<file path="src/rtl/riscv_pkg.sv">
// Shared fetch-side definitions: NOP encoding, fetch FSM states, default datapath width.
package riscv_pkg;

    localparam int unsigned XLEN   = 32;
    localparam logic [31:0] RV_NOP = 32'h0000_0013;

    typedef enum logic [1:0] {
        IDLE = 2'd0,
        WAIT = 2'd1,
        DROP = 2'd2
    } fetch_state_e;

endpackage

</file>
<file path="src/rtl/ifu_perf_cnt.sv">
// Purpose: three 32-bit saturating event counters for the fetch unit (present only with IFU_PERF_CNT_EN).
// Latency: an increment strobe is visible on the output the cycle after it is seen.
// Backpressure: none; counters hold at all-ones instead of wrapping.
`ifdef IFU_PERF_CNT_EN
module ifu_perf_cnt (
    input  logic        clk_i,
    input  logic        rst_ni,
    input  logic        fetch_inc_i,
    input  logic        stall_inc_i,
    input  logic        flush_inc_i,
    output logic [31:0] perf_fetch_o,
    output logic [31:0] perf_stall_o,
    output logic [31:0] perf_flush_o
);

    logic [31:0] fetch_q, fetch_d;
    logic [31:0] stall_q, stall_d;
    logic [31:0] flush_q, flush_d;

    always_comb begin
        fetch_d = fetch_q;
        stall_d = stall_q;
        flush_d = flush_q;
        if (fetch_inc_i && (fetch_q != '1)) fetch_d = fetch_q + 32'd1;
        if (stall_inc_i && (stall_q != '1)) stall_d = stall_q + 32'd1;
        if (flush_inc_i && (flush_q != '1)) flush_d = flush_q + 32'd1;
    end

    always_ff @(posedge clk_i or negedge rst_ni) begin
        if (!rst_ni) begin
            fetch_q <= '0;
            stall_q <= '0;
            flush_q <= '0;
        end else begin
            fetch_q <= fetch_d;
            stall_q <= stall_d;
            flush_q <= flush_d;
        end
    end

    assign perf_fetch_o = fetch_q;
    assign perf_stall_o = stall_q;
    assign perf_flush_o = flush_q;

endmodule
`endif

</file>
<file path="src/rtl/ifu_fetch_ctrl.sv">
// Purpose: PC, single-outstanding imem request port, 1-entry hold buffer and IF/ID register; optional perf counters via IFU_PERF_CNT_EN.
// Latency: request is combinational from state; an accepted response reaches IF/ID on the next edge (1 instr/cycle with 1-cycle imem).
// Backpressure: pc_wren/IFID_wren stalls park a returning response in the hold buffer; no new request while the hold is occupied.
module ifu_fetch_ctrl
    import riscv_pkg::*;
#(
    parameter int unsigned     XLEN     = riscv_pkg::XLEN,
    parameter logic [XLEN-1:0] RESET_PC = '0
) (
    input  logic            clk_i,
    input  logic            rst_ni,
    input  logic            pc_wren_i,
    input  logic            IFID_wren_i,
    input  logic            IFID_clear_i,
    input  logic            br_flush_i,
    input  logic [XLEN-1:0] br_target_i,
    output logic            imem_req_o,
    output logic [XLEN-1:0] imem_addr_o,
    input  logic            imem_rvalid_i,
    input  logic [31:0]     imem_rdata_i,
    output logic            IFID_valid_o,
    output logic [XLEN-1:0] IFID_pc_o,
    output logic [31:0]     IFID_instr_o
`ifdef IFU_PERF_CNT_EN
    ,
    output logic [31:0]     perf_fetch_o,
    output logic [31:0]     perf_stall_o,
    output logic [31:0]     perf_flush_o
`endif
);

    typedef struct packed {
        logic [XLEN-1:0] pc;
        logic [31:0]     instr;
    } fetch_ent_t;

    localparam logic [XLEN-1:0] PC_STEP    = XLEN'(4);
    localparam logic [XLEN-1:0] ALIGN_MASK = ~XLEN'(3);
    localparam fetch_ent_t      BUBBLE     = '{pc: '0, instr: RV_NOP};

    fetch_state_e    state_q, state_d;
    logic [XLEN-1:0] pc_q, pc_d;
    logic            hold_vld_q, hold_vld_d;
    fetch_ent_t      hold_q, hold_d;
    logic            ifid_vld_q, ifid_vld_d;
    fetch_ent_t      ifid_q, ifid_d;

    logic [XLEN-1:0] pc_inc;
    logic            resp_acc;
    logic            resp_to_ifid;
    logic            hold_pop;
    logic            can_issue;

    assign pc_inc = pc_q + PC_STEP;

    // A response is only ours when a live request is outstanding and no redirect kills it.
    assign resp_acc     = (state_q == WAIT) & imem_rvalid_i & ~br_flush_i;
    assign resp_to_ifid = resp_acc & IFID_wren_i & ~hold_vld_q;
    assign hold_pop     = hold_vld_q & IFID_wren_i & ~IFID_clear_i;

    always_comb begin
        hold_vld_d = hold_vld_q;
        hold_d     = hold_q;
        if (br_flush_i) begin
            hold_vld_d = 1'b0;
        end else begin
            if (hold_pop) hold_vld_d = 1'b0;
            if (resp_acc && !resp_to_ifid) begin
                hold_vld_d = 1'b1;
                hold_d     = '{pc: pc_q, instr: imem_rdata_i};
            end
        end
    end

    // Issue only if the hold will be free after this edge, so it can never overflow.
    assign can_issue = pc_wren_i & ~br_flush_i & ~hold_vld_d;

    always_comb begin
        state_d     = state_q;
        pc_d        = pc_q;
        imem_req_o  = 1'b0;
        imem_addr_o = pc_q;
        case (state_q)
            IDLE: begin
                if (can_issue) begin
                    imem_req_o = 1'b1;
                    state_d    = WAIT;
                end
            end
            WAIT: begin
                if (imem_rvalid_i) begin
                    if (br_flush_i) begin
                        state_d = IDLE;
                    end else begin
                        pc_d = pc_inc;
                        if (can_issue) begin
                            imem_req_o  = 1'b1;
                            imem_addr_o = pc_inc;
                        end else begin
                            state_d = IDLE;
                        end
                    end
                end else if (br_flush_i) begin
                    state_d = DROP;
                end
            end
            DROP: begin
                // Stale response retires the outstanding slot; a flush here keeps waiting for it.
                if (imem_rvalid_i) state_d = IDLE;
            end
            default: state_d = IDLE;
        endcase
        if (br_flush_i) pc_d = br_target_i & ALIGN_MASK;
    end

    always_comb begin
        ifid_vld_d = ifid_vld_q;
        ifid_d     = ifid_q;
        if (IFID_clear_i) begin
            ifid_vld_d = 1'b0;
            ifid_d     = BUBBLE;
        end else if (IFID_wren_i) begin
            if (hold_vld_q) begin
                ifid_vld_d = 1'b1;
                ifid_d     = hold_q;
            end else if (resp_to_ifid) begin
                ifid_vld_d = 1'b1;
                ifid_d     = '{pc: pc_q, instr: imem_rdata_i};
            end else begin
                ifid_vld_d = 1'b0;
                ifid_d     = BUBBLE;
            end
        end
    end

    always_ff @(posedge clk_i or negedge rst_ni) begin
        if (!rst_ni) begin
            state_q    <= IDLE;
            pc_q       <= RESET_PC;
            hold_vld_q <= 1'b0;
            hold_q     <= BUBBLE;
            ifid_vld_q <= 1'b0;
            ifid_q     <= BUBBLE;
        end else begin
            state_q    <= state_d;
            pc_q       <= pc_d;
            hold_vld_q <= hold_vld_d;
            hold_q     <= hold_d;
            ifid_vld_q <= ifid_vld_d;
            ifid_q     <= ifid_d;
        end
    end

    assign IFID_valid_o = ifid_vld_q;
    assign IFID_pc_o    = ifid_q.pc;
    assign IFID_instr_o = ifid_q.instr;

`ifdef IFU_PERF_CNT_EN
    logic fetch_inc;
    logic stall_inc;

    assign fetch_inc = ~IFID_clear_i & IFID_wren_i & (hold_vld_q | resp_to_ifid);
    assign stall_inc = (state_q == WAIT) & ~imem_rvalid_i;

    ifu_perf_cnt u_perf_cnt (
        .clk_i       (clk_i),
        .rst_ni      (rst_ni),
        .fetch_inc_i (fetch_inc),
        .stall_inc_i (stall_inc),
        .flush_inc_i (br_flush_i),
        .perf_fetch_o(perf_fetch_o),
        .perf_stall_o(perf_stall_o),
        .perf_flush_o(perf_flush_o)
    );
`endif

endmodule
</file>
<file path="config.mk">
export PLATFORM = sky130hd
export DESIGN_NAME = ifu_fetch_ctrl
export DESIGN_NICKNAME = d
export VERILOG_FILES = /design/src/rtl/riscv_pkg.sv /design/src/rtl/ifu_perf_cnt.sv /design/src/rtl/ifu_fetch_ctrl.sv
export SDC_FILE = /design/constraint.sdc
export NUM_CORES = 1
export LEC_CHECK = 0
export BUFFER_PORTS_ARGS = -buffer_cell sky130_fd_sc_hd__buf_2
export CORE_ASPECT_RATIO = 1.2
export CORE_MARGIN = 5
export CORE_UTILIZATION = 43
export DETAILED_ROUTE_END_ITERATION = 16
export PLACE_DENSITY = 0.72
export SETUP_SLACK_MARGIN = 0.05
export SKIP_CTS_REPAIR_TIMING = 1
export SLEW_MARGIN = 20
export SYNTH_ARGS = -nofsm -noshare
export SYNTH_HDL_FRONTEND = slang
export SYNTH_SLANG_ARGS = --single-unit
</file>
<file path="constraint.sdc">
create_clock -name clk_i -period 2.2 [get_ports clk_i]
set_clock_uncertainty 0.05 [all_clocks]
set_input_delay 0 -clock clk_i [delete_from_list [all_inputs] [get_ports clk_i]]
set_output_delay 0 -clock clk_i [all_outputs]
set_load 0.05 [all_outputs]
</file>
* Yosys cells after proc, flatten, opt, wreduce, memory -nomap -nowiden
Index checks and enable logic that the tools add are counted.
Word-level totals: logic and storage cells 65, output and inout bits 98, register bits 164, input port bits 71
Cells by class: reductions and logical operators 9, bitwise gates (word level) 12, muxes and demuxes 29, $add $sub $neg 1, equal/unequal tests 6
Operators by type and width (number):
- $mux 64 | 4
- $mux 32 | 7
- $add 32x3->32 const B | 1
- $mux 2 | 6
- $mux 1 | 10
- $and 1x1->1 | 8
- $ne 3x3->1 const B | 2
- $pmux 2 s3 | 1
- $reduce_bool 2->1 | 3
- $ne 2x2->1 const B | 2
- $not 1->1 | 4
- $reduce_and 2->1 | 2
- $reduce_and 4->1 | 1
- $eq 2x1->1 const B | 1
- $eq 2x2->1 const B | 1
- $logic_not 2->1 | 1
- $pmux 1 s2 | 1
- $logic_and 1x1->1 | 1
- $logic_not 1->1 | 1

* Depth between registers and ports, before layout
Gate-level depths: netlist (run 1).
depth after elaboration 15, depth in mapped cells 7

* Least setup slack after synthesis (run 1)
OpenSTA, ideal clock, no wires.
path type register to output, from register state_q[0], to output port imem_req_o, arrival time 2.637 ns, stages on the path, launching flop included 7, slack -0.487 ns, cell sequence dfrtp_1 -> and3b_1 -> clkbuf_1 -> o21ai_0 -> a22o_1 -> nand2_1 -> nor4_1
Between the ends: longest elaborated chain between the ends 15
Ends and longest elaborated chain:
- from (decl) | line ifu_fetch_ctrl.sv:41 | fetch_state_e state_q, state_d;
- from (signal assigned) | line ifu_fetch_ctrl.sv:145 | state_q <= state_d;
- $eq 2x1->1 | line ifu_fetch_ctrl.sv:57, ifu_fetch_ctrl.sv:83
- $and 1x1->1 (2 in a row) | line ifu_fetch_ctrl.sv:57 | assign resp_acc = (state_q == WAIT) & imem_rvalid_i & ~br_flush_i;
- $and 1x1->1 (2 in a row) | line ifu_fetch_ctrl.sv:58 | assign resp_to_ifid = resp_acc & IFID_wren_i & ~hold_vld_q;
- $logic_not 1->1 | line ifu_fetch_ctrl.sv:68 | if (resp_acc && !resp_to_ifid) begin
- $logic_and 1x1->1 | line ifu_fetch_ctrl.sv:68
- $mux 1 | line ifu_fetch_ctrl.sv:68
- $mux 1 | line ifu_fetch_ctrl.sv:64 | if (br_flush_i) begin
- $not 1->1 | line ifu_fetch_ctrl.sv:76 | assign can_issue = pc_wren_i & ~br_flush_i & ~hold_vld_d;
- $and 1x1->1 | line ifu_fetch_ctrl.sv:76
- $mux 1 | line ifu_fetch_ctrl.sv:85, ifu_fetch_ctrl.sv:96
- $mux 1 | line ifu_fetch_ctrl.sv:92 | if (br_flush_i) begin
- $mux 1 | line ifu_fetch_ctrl.sv:91 | if (imem_rvalid_i) begin
- $pmux 1 s2 * | line ifu_fetch_ctrl.sv:83 | case (state_q)
- to (decl) | line ifu_fetch_ctrl.sv:17 | output logic imem_req_o,
Mark *: on every way between the ends. The rest lies on a longest branch, timed or not.

* Final worst setup path (run 1)
from register pc_q[3], to output port imem_addr_o[29]
Between the ends: longest elaborated chain between the ends 5
Ends and longest elaborated chain:
- from (decl) | line ifu_fetch_ctrl.sv:42 | logic [XLEN-1:0] pc_q, pc_d;
- from (signal assigned) | line ifu_fetch_ctrl.sv:146 | pc_q <= pc_d;
- $add 32x3->32 | line ifu_fetch_ctrl.sv:54 | assign pc_inc = pc_q + PC_STEP;
- $mux 32 | line ifu_fetch_ctrl.sv:96 | if (can_issue) begin
- $mux 32 | line ifu_fetch_ctrl.sv:92
- $mux 32 | line ifu_fetch_ctrl.sv:91
- $mux 32 | line ifu_fetch_ctrl.sv:83
- to (decl) | line ifu_fetch_ctrl.sv:18 | output logic [XLEN-1:0] imem_addr_o,
No other way between the ends.

==> results.yml, run 1 <==
run_status:
  status: "finished, violations left"
  violations: "negative setup slack"
placement:
  dpl.cell_count: 1074
  numPortBuffers: 164
  gp_congestion: 0.770
  pre_cts_ws_ps: 168
  dp_hpwl_um: 13600
floorplan:
  core_area_sq_um: 17600
  top_level_ports: 169
  fp-row-count: 53
  die_area_sq_um: 20700
  die_h_um: 157
  die_w_um: 132
  start_util_pct: 43.9
critical_path:
  critPathCaptureType: "primary output"
  path_common_cell: "and3_4"
  slowest_delay_ps: 410
  cp-start-kind: "register"
  critPathMaxFanout: 5
  slowest_stage: "dfrtp_2"
  path_cells: "nand4_1 -> nor3_4 -> and3_4 -> and3_4 -> xor2_2 -> buf_6"
  cp.required_ps: 2150
  worstPathArrival_ps: 2230
  crit_type: "reg -> out"
detailed_routing:
  drt_iter0_drc: 378
  wl_per_cell_um: 18.2
  post-route-drc-count: 0
  drt-total-wl_um: 21700
  vias: 6375
  drtAntennaViolNets: 0
  dr.pass1.iters: 5
  vias_per_cell: 5.35
global_routing:
  gr-usage-met3_pct: 4.44
  grt_busiest_layer: "met2"
  grt_pass1_vias: 6118
  met1_usage_pct: 25.2
  grt_max_degree: 107
  grt_pass1_wl_um: 32500
  antenna_found_initial: 0
  grt.overflow.total: 0
  grtUsageMet2_pct: 32.8
  grt_use_total_pct: 19.6
timing:
  fin_crit_sh_pct: 104
  setup_viol: 7
  fin_setup_tns_ps: -223
  fmax_mhz: 439
  drv_slew: 0
  min_period_ps: 2280
  tightest_slew_ps: 768
  hold_viol: 0
  slew_headroom_pct: 48.8
  grt_setup_unrepaired: "true"
  worst_slack_ps: -78.8
cts:
  clock_path_buffers: 2
  cts.htree.levels: 4
  cts_made_buffers: 17
  cts.sinks: 159
  cts_tree: "done"
  cts_root_buffer: "clkbuf_16"
  clk_latency_ps: 430
  cts.clk_slew.worst_paths_ps: 60
logic_synthesis:
  synth_warnings: 0
  async_reset_ff_share_pct: 100
  synth_seq_area_share_pct: 51.6
  syn_area_per_cell_sq_um: 10.8
  ys_types: 48
  ys_ff_latch: 159
  synthesis.area_sq_um: 7720
  synth_edf_count: 0
  synth_cells: 712
  synth_ff_type: "dfrtp_1"
power:
  powerDensity_nw_per_um2: 777
  leakagePower_nw: 5.04
  ir_drop_v: 0.000533
  power_w: 0.00849
final_layout:
  finalNonFillerCells: 1192
  post-route-util_pct: 62.2
  area_growth_syn_to_layout_pct: 41.7
  drive_gt1_share_pct: 40.7
  diodes: 0
  nets: 1031
worst_hold_path:
  worstHoldPathType: "in -> async"
job:
  maxCapViolCount: 0
state kept, by name (all words and copies together), names as in the netlist:
signal and flops:
IFID_pc_o 31, hold_vld_q 1, IFID_valid_o 1, state_q 2, IFID_instr_o 32, pc_q 30, hold_q 62
Yosys cell counts, drive strengths merged, types with 2 or more instances:
| library cell | instances | share of area [%] |
|---|---|---|
| and4 | 3 | 0.37 |
| nand3 | 16 | 1.1 |
| nand2b | 6 | 0.49 |
| a22oi | 59 | 5.7 |
| xnor2 | 29 | 3.3 |
| a211oi | 59 | 5.7 |
| inv | 2 | 0.097 |
| o21ai | 31 | 2.0 |
| nand3b | 7 | 0.84 |
| dfrtp | 153 | 50 |
| clkbuf | 44 | 2.2 |
| and2 | 3 | 0.24 |
| and3 | 10 | 0.88 |
| nor4 | 5 | 1.1 |
| mux2 | 62 | 9.0 |
| a21oi | 3 | 0.19 |
| o221ai | 3 | 0.34 |
| nand4 | 15 | 1.6 |
| buf | 23 | 1.6 |
| nand2 | 54 | 2.6 |
| nor2 | 69 | 3.4 |
| xor2 | 28 | 3.3 |
| nor3 | 12 | 1.1 |
| dfstp | 6 | 2.0 |
cell families after synthesis:
kind of cell | Yosys count | synth area share (%)
buffers and inverters | 69 | 3.87
flip-flops | 159 | 51.6
AND/OR/NAND/NOR | 204 | 14.2
XOR/XNOR | 57 | 6.56
multiplexers | 63 | 9.17
AO/OA/AOI/OAI | 158 | 14.3
adder cells (fa/ha/maj) | 1 | 0.162
other | 1 | 0.0486
cell type report:
class | count | area (sq um)
Multi-Input combinational cell | 485 | 3830
Clock inverter | 11 | 156
Sequential cell | 159 | 3990
Tap cell | 220 | 275
Timing Repair Buffer | 294 | 2210
Clock buffer | 21 | 460
Fill cell | 1393 | 6640
Inverter | 2 | 7.51
placed cells by master, fill, tap and decap left out, types with 4 or more instances in the layout:
cell type	Yosys	layout
o21ai_1	4	4
and3_1	9	8
buf_6	0	23
dfrtp_2	0	6
a22oi_1	59	59
xnor2_1	29	11
nand2_2	0	4
buf_2	19	134
nand2_1	54	44
xnor2_2	0	16
o21ai_0	27	27
nand3_1	15	12
xor2_2	1	5
nor3_4	1	6
nor4_4	3	4
nand2b_1	6	5
buf_4	4	60
buf_12	0	6
nand3b_1	6	6
nand2_4	0	6
xor2_1	27	23
nand4_1	13	13
dlygate4sd3_1	0	67
nor3_1	9	6
dfstp_2	6	6
clkbuf_16	0	17
nor2_1	67	66
mux2_2	62	62
dfrtp_1	153	147
a211oi_1	59	59
path summary, 6_finish.rpt:
path / slack (ps) / cells after the start / startpoint / to
min in group clk_i: 70 / 4 / IFID_clear_i / hold_vld_q$_DFF_PN0_
hold / removal: 70 / 2 / rst_ni / IFID_instr_o[26]$_DFFE_PN0P_
setup reg to reg: 240 / 8 / pc_q[3]$_DFFE_PN0P_ / pc_q[8]$_DFFE_PN0P_
setup / recovery: -80 / 6 / pc_q[3]$_DFFE_PN0P_ / imem_addr_o[29]
hold reg to reg: 450 / 2 / hold_q[51]$_DFFE_PN0P_ / hold_q[51]$_DFFE_PN0P_
max in group asynchronous: 1350 / 3 / rst_ni / pc_q[29]$_DFFE_PN0P_
stage by stage:
stage	hold WS [ps]	cell area, sq um
after floorplan	-346	7900
after global placement	-45.9	9110
after detailed placement	-40.1	9110
after CTS	-502	9730
after global routing	76.6	10900
final	68.1	10900
report_power, final:
group	leakage, nW	internal, W	switching (W)	total [W]
sequential	2.01	0.00339	0.000268	0.00366
combinational	2.73	0.000767	0.000997	0.00176
clock	0.290	0.00186	0.00121	0.00307
layer usage:
layer	part of all wire (%)	up-vias	wire, um
met4	2.1	0	445
met2	51	185	11100
met3	5.3	28	1150
met5	0	-	0
li1	-	3049	-
met1	42	3113	9020
critical path: cells and delay by family (launching register included):
family	cells	cell delay [ps]
xor gates and xnor gates	1	190
buffers and inverters	1	190
and+or+nand+nor	4	1010
DFF	1	410
(Power assumes the default switching activity.)
==> run 2: changes to the inputs <==
CORE_ASPECT_RATIO = default   (was 1.2)
SETUP_SLACK_MARGIN = 0.2   (was 0.05)
TNS_END_PERCENT = 20   (was default)
==> results.yml, run 2 (same netlist as run 1, synthesis figures left out) <==
run_status:
  status: "finished, violations left"
  violations: "negative setup slack"
critical_path:
  cp.required_ps: 2150
  crit_start: "pc_q[3]$_DFFE_PN0P_"
  critPathCaptureType: "primary output"
  cp-start-kind: "register"
  worstReg2RegStart: "state_q[1]$_DFFE_PN0P_"
  worstPathArrival_ps: 2270
  crit_type: "reg -> out"
  critPathMaxFanout: 7
power:
  powerDensity_nw_per_um2: 795
  switchingPower_w: 0.00252
  ir_drop_v: 0.000568
  intPower_w: 0.00595
  p_sw_share_pct: 29.8
  leakagePower_nw: 4.82
  p_clk_share_pct: 36.7
  share_seq_of_total_power_pct: 43.1
  combPwrFrac_pct: 20.2
global_routing:
  grt_max_degree: 83
  grt_use_total_pct: 19.6
  grt_pass1_vias: 5911
  grt_pass1_wl_um: 31800
  antenna_found_initial: 0
  grt.overflow.total: 0
final_layout:
  finalNonFillerCells: 1196
  largest_reg_flops: 62
  drive_gt1_share_pct: 38.3
  layout_commonest_cell: "dfrtp_1"
  diodes: 0
  nets: 1026
  largest_register: "hold_q"
  post-route-util_pct: 59.7
  area_growth_syn_to_layout_pct: 38.0
  layout_common_cells: "dfrtp_1, buf_2, buf_4"
timing:
  worst_slack_ps: -116
  setup_viol: 12
  tightest_slew_ps: 817
  min_period_ps: 2320
  whs_ps: 15.2
  slew_headroom_pct: 45.5
  grt_setup_unrepaired: "true"
  fmax_mhz: 432
  fin_setup_tns_ps: -538
  fin_crit_sh_pct: 105
  hold_viol: 0
  drv_slew: 0
cts:
  cts_root_buffer: "clkbuf_16"
  clock_path_buffers: 2
  cts_tree: "done"
  cts.htree.levels: 4
  cts.sinks: 159
  clk_latency_ps: 420
  cts_made_buffers: 17
  cts.clk_slew.worst_paths_ps: 70
worst_hold_path:
  worstHoldPathType: "in -> async"
detailed_routing:
  wl_per_cell_um: 17.5
  drt_iter0_drc: 342
  vias_per_cell: 5.35
  drtAntennaViolNets: 0
  post-route-drc-count: 0
  dr.pass1.iters: 5
  drt-total-wl_um: 20900
  vias: 6403
floorplan:
  fp-row-count: 49
  core_area_sq_um: 17800
  start_util_pct: 43.3
  top_level_ports: 169
  die_area_sq_um: 20700
  die_w_um: 144
  die_h_um: 144
placement:
  pre_cts_ws_ps: 173
  dpl.cell_count: 1091
  gp_congestion: 0.818
  numPortBuffers: 164
  dp_hpwl_um: 13700
job:
  maxCapViolCount: 0
-- run 2: per-layer routing --
layer / up-vias / global-route usage (%) / part of all wire (%)
li1: 3043 / - / -
met1: 3111 / 27.7 / 44
met2: 215 / 30.0 / 48
met3: 34 / 4.03 / 5.8
met4: 0 / 7.09 / 2.0
met5: - / 0 / 0
-- run 2: area by class of cell --
cell class	count	area (sq um)
fill	1462	7190
sequential	159	3990
multi-input combinational	485	3640
timing repair buffer	289	2100
clock buffer	17	425
tap	229	287
clock inverter	15	200
inverter	2	7.51
-- run 2: power by group through the flow --
stage | registers, W | clock network (W) | logic (W)
2_1_floorplan | 0.00384 | 0 | 0.000912
3_3_place_gp | 0.00367 | 0 | 0.00153
3_5_place_dp | 0.00370 | 0 | 0.00156
4_1_cts | 0.00364 | 0.00318 | 0.00156
5_1_grt | 0.00370 | 0.00329 | 0.00184
6_report | 0.00365 | 0.00311 | 0.00171
-- run 2: final timing paths --
kind                       cells after the start  slack (ps)                   endpoint
max reg2reg                                    6         310  IFID_pc_o[19]$_DFFE_PN0P_
min reg2reg                                    2         450     hold_q[51]$_DFFE_PN0P_
min                                            2          20     hold_q[39]$_DFFE_PN0P_
max in group asynchronous                      3        1360      hold_q[1]$_DFFE_PN1P_
max                                            8        -120            imem_addr_o[24]
min in group clk_i                             4          80       hold_vld_q$_DFF_PN0_
-- run 2: metrics by stage --
step                instance area [sq um]  total power [W]
finish                              10700          0.00846
global route                        10700          0.00883
global placement                     9110          0.00520
CTS                                  9730          0.00838
detailed placement                   9110          0.00525
floorplan                            7850          0.00475
-- run 2: critical path, stage by stage (launching register included) --
cell,delay [ps]
dfrtp_1,380
ha_2,220
nand3_2,80
buf_6,140
nor3_4,230
buf_6,170
nand4_1,220
xnor2_4,220
buf_6,170
==> run 3: changes to the inputs <==
ABC_AREA = 1   (was default)
HOLD_SLACK_MARGIN = 0.15   (was default)
PLACE_DENSITY = 0.71   (was 0.72)
==> results.yml, run 3 <==
power:
  leakagePower_nw: 5.23
  combPwrFrac_pct: 23.7
  p_clk_share_pct: 33.6
  switchingPower_w: 0.00300
  p_sw_share_pct: 32.9
  ir_drop_v: 0.000536
  powerDensity_nw_per_um2: 815
  share_seq_of_total_power_pct: 42.7
  intPower_w: 0.00613
detailed_routing:
  drt_iter0_drc: 531
  drtAntennaViolNets: 0
  wl_per_cell_um: 15.5
  post-route-drc-count: 0
  drt-total-wl_um: 25600
  vias_per_cell: 5.05
  vias: 8319
  dr.pass1.iters: 5
floorplan:
  fp-row-count: 50
  top_level_ports: 169
  core_area_sq_um: 18800
  start_util_pct: 43.9
  die_w_um: 149
  die_area_sq_um: 22100
  die_h_um: 149
cts:
  cts.clk_slew.worst_paths_ps: 70
  cts_tree: "done"
  cts.sinks: 159
  clk_latency_ps: 430
  cts_made_buffers: 17
  cts.htree.levels: 4
  cts_root_buffer: "clkbuf_16"
  clock_path_buffers: 2
final_layout:
  area_growth_syn_to_layout_pct: 35.3
  post-route-util_pct: 59.5
  layout_commonest_cell: "nand2_1"
  fill_cells: 1667
  diodes: 0
  nets: 1445
  drive_gt1_share_pct: 20.2
  largest_register: "hold_q"
  largest_reg_flops: 62
  layout_common_cells: "nand2_1, o21ai_0, dfrtp_1"
global_routing:
  grt_use_total_pct: 21.4
  antenna_found_initial: 0
  grt_pass1_vias: 7291
  grt_pass1_wl_um: 38000
  grt.overflow.total: 0
  grt_max_degree: 69
logic_synthesis:
  synth_area_leader_cell: "dfrtp_1"
  ys_types: 32
  synth_edf_count: 0
  synthesis.area_sq_um: 8270
  synth_warnings: 0
  yosysMostFrequentCell: "nand2_1"
  yosys-top-cells-count: "nand2_1, o21ai_0, dfrtp_1, inv_1, nand3_1"
  synth_cells: 1132
  synthTopCellsByArea: "dfrtp_1, nand2_1, o21ai_0, inv_1, nand3_1"
  async_reset_ff_share_pct: 100
  yosys.area.top_type_share_pct: 46.3
  syn_area_per_cell_sq_um: 7.31
  ys_ff_latch: 159
  synth_ff_type: "dfrtp_1"
  synth_seq_area_share_pct: 48.2
critical_path:
  slowest_stage: "dfrtp_1"
  crit_type: "reg -> out"
  worstPathArrival_ps: 2220
  critPathCaptureType: "primary output"
  cp-start-kind: "register"
  cp.required_ps: 2150
  path_cells: "inv_2 -> nor2_4 -> nand2_2 -> nor2_4 -> nand2_2 -> nor2_4 -> clkbuf_16 -> nand2_1 -> nand2_1 -> nand2_1 -> buf_6"
  slowest_delay_ps: 400
  critPathMaxFanout: 20
timing:
  whs_ps: 120
  fmax_mhz: 440
  hold_viol: 0
  setup_viol: 10
  tightest_slew_ps: 659
  worst_slack_ps: -71.8
  slew_headroom_pct: 56.1
  drv_slew: 0
  fin_crit_sh_pct: 103
  grt_setup_unrepaired: "true"
  min_period_ps: 2270
placement:
  numPortBuffers: 164
  gp_congestion: 0.985
  dp_hpwl_um: 16600
run_status:
  violations: "negative setup slack"
  status: "finished, violations left"
worst_hold_path:
  worstHoldPathType: "in -> reg"
job:
  maxCapViolCount: 0
run 3: path summary, 6_finish.rpt:
check | from | to | slack (ps) | cells past startpoint
min reg2reg | hold_q[0]$_DFFE_PN1P_ | hold_q[0]$_DFFE_PN1P_ | 420 | 2
max in group asynchronous | rst_ni | pc_q[5]$_DFFE_PN0P_ | 1120 | 4
min | br_flush_i | pc_q[10]$_DFFE_PN0P_ | 120 | 5
max | state_q[0]$_DFFE_PN0P_ | imem_addr_o[19] | -70 | 11
max reg2reg | state_q[0]$_DFFE_PN0P_ | IFID_instr_o[12]$_DFFE_PN0P_ | 410 | 10
min in group asynchronous | rst_ni | IFID_instr_o[18]$_DFFE_PN0P_ | 600 | 4
run 3: cells by family (layout without fill, tap and decap cells):
logic type / count (synthesis) / count (layout) / synth area share [%]
compound gates: 228 / 228 / 14.2
simple gates: 521 / 521 / 26.0
xor+xnor: 12 / 12 / 1.27
fa+ha+maj: 1 / 1 / 0.151
other cells: 1 / 2 / 0.0453
buf+inv: 210 / 463 / 10.1
flops: 159 / 159 / 48.2
run 3: cell type report:
cell class | count | area (sq um) | share of cell area, %
Multi-Input combinational cell | 764 | 3560 | 31.8
Timing Repair Buffer | 277 | 2140 | 19.1
Clock inverter | 15 | 184 | 1.64
Inverter | 154 | 578 | 5.16
Tap cell | 260 | 325 | 2.91
Sequential cell | 159 | 3990 | 35.6
Clock buffer | 17 | 425 | 3.80
run 3: power groups by stage:
stage | Sequential (W) | Combinational (W) | Clock, W
6_report | 0.00390 | 0.00216 | 0.00306
2_1_floorplan | 0.00393 | 0.00125 | 0
5_1_grt | 0.00397 | 0.00239 | 0.00325
3_3_place_gp | 0.00391 | 0.00181 | 0
3_5_place_dp | 0.00394 | 0.00186 | 0
4_1_cts | 0.00389 | 0.00187 | 0.00312
run 3: worst max-delay path: cells and delay by family (launching register included):
family | cells | cell delay [ps]
and+or+nand+nor | 8 | 920
DFF | 1 | 400
buffers and inverters | 3 | 490
run 3: per-layer routing:
metal  wire (um)  track usage [%]
met1       10900             30.8
met2       12200             33.0
met3        2110             4.75
met4         413             4.90
met5           0                0
run 3: through the flow:
stage | setup WS [ps] | TNS (ps) | total power [W] | area (sq um) | cells
floorplan | -71.5 | -715 | 0.00518 | 8280 | 1133
global placement | 284 | 0 | 0.00572 | 9410 | 1524
detailed placement | 287 | 0 | 0.00580 | 9410 | 1524
CTS | -194 | -2340 | 0.00888 | 10000 | 1556
global route | -159 | -2130 | 0.00961 | 11200 | 1646
finish | -71.8 | -329 | 0.00912 | 11200 | 1646
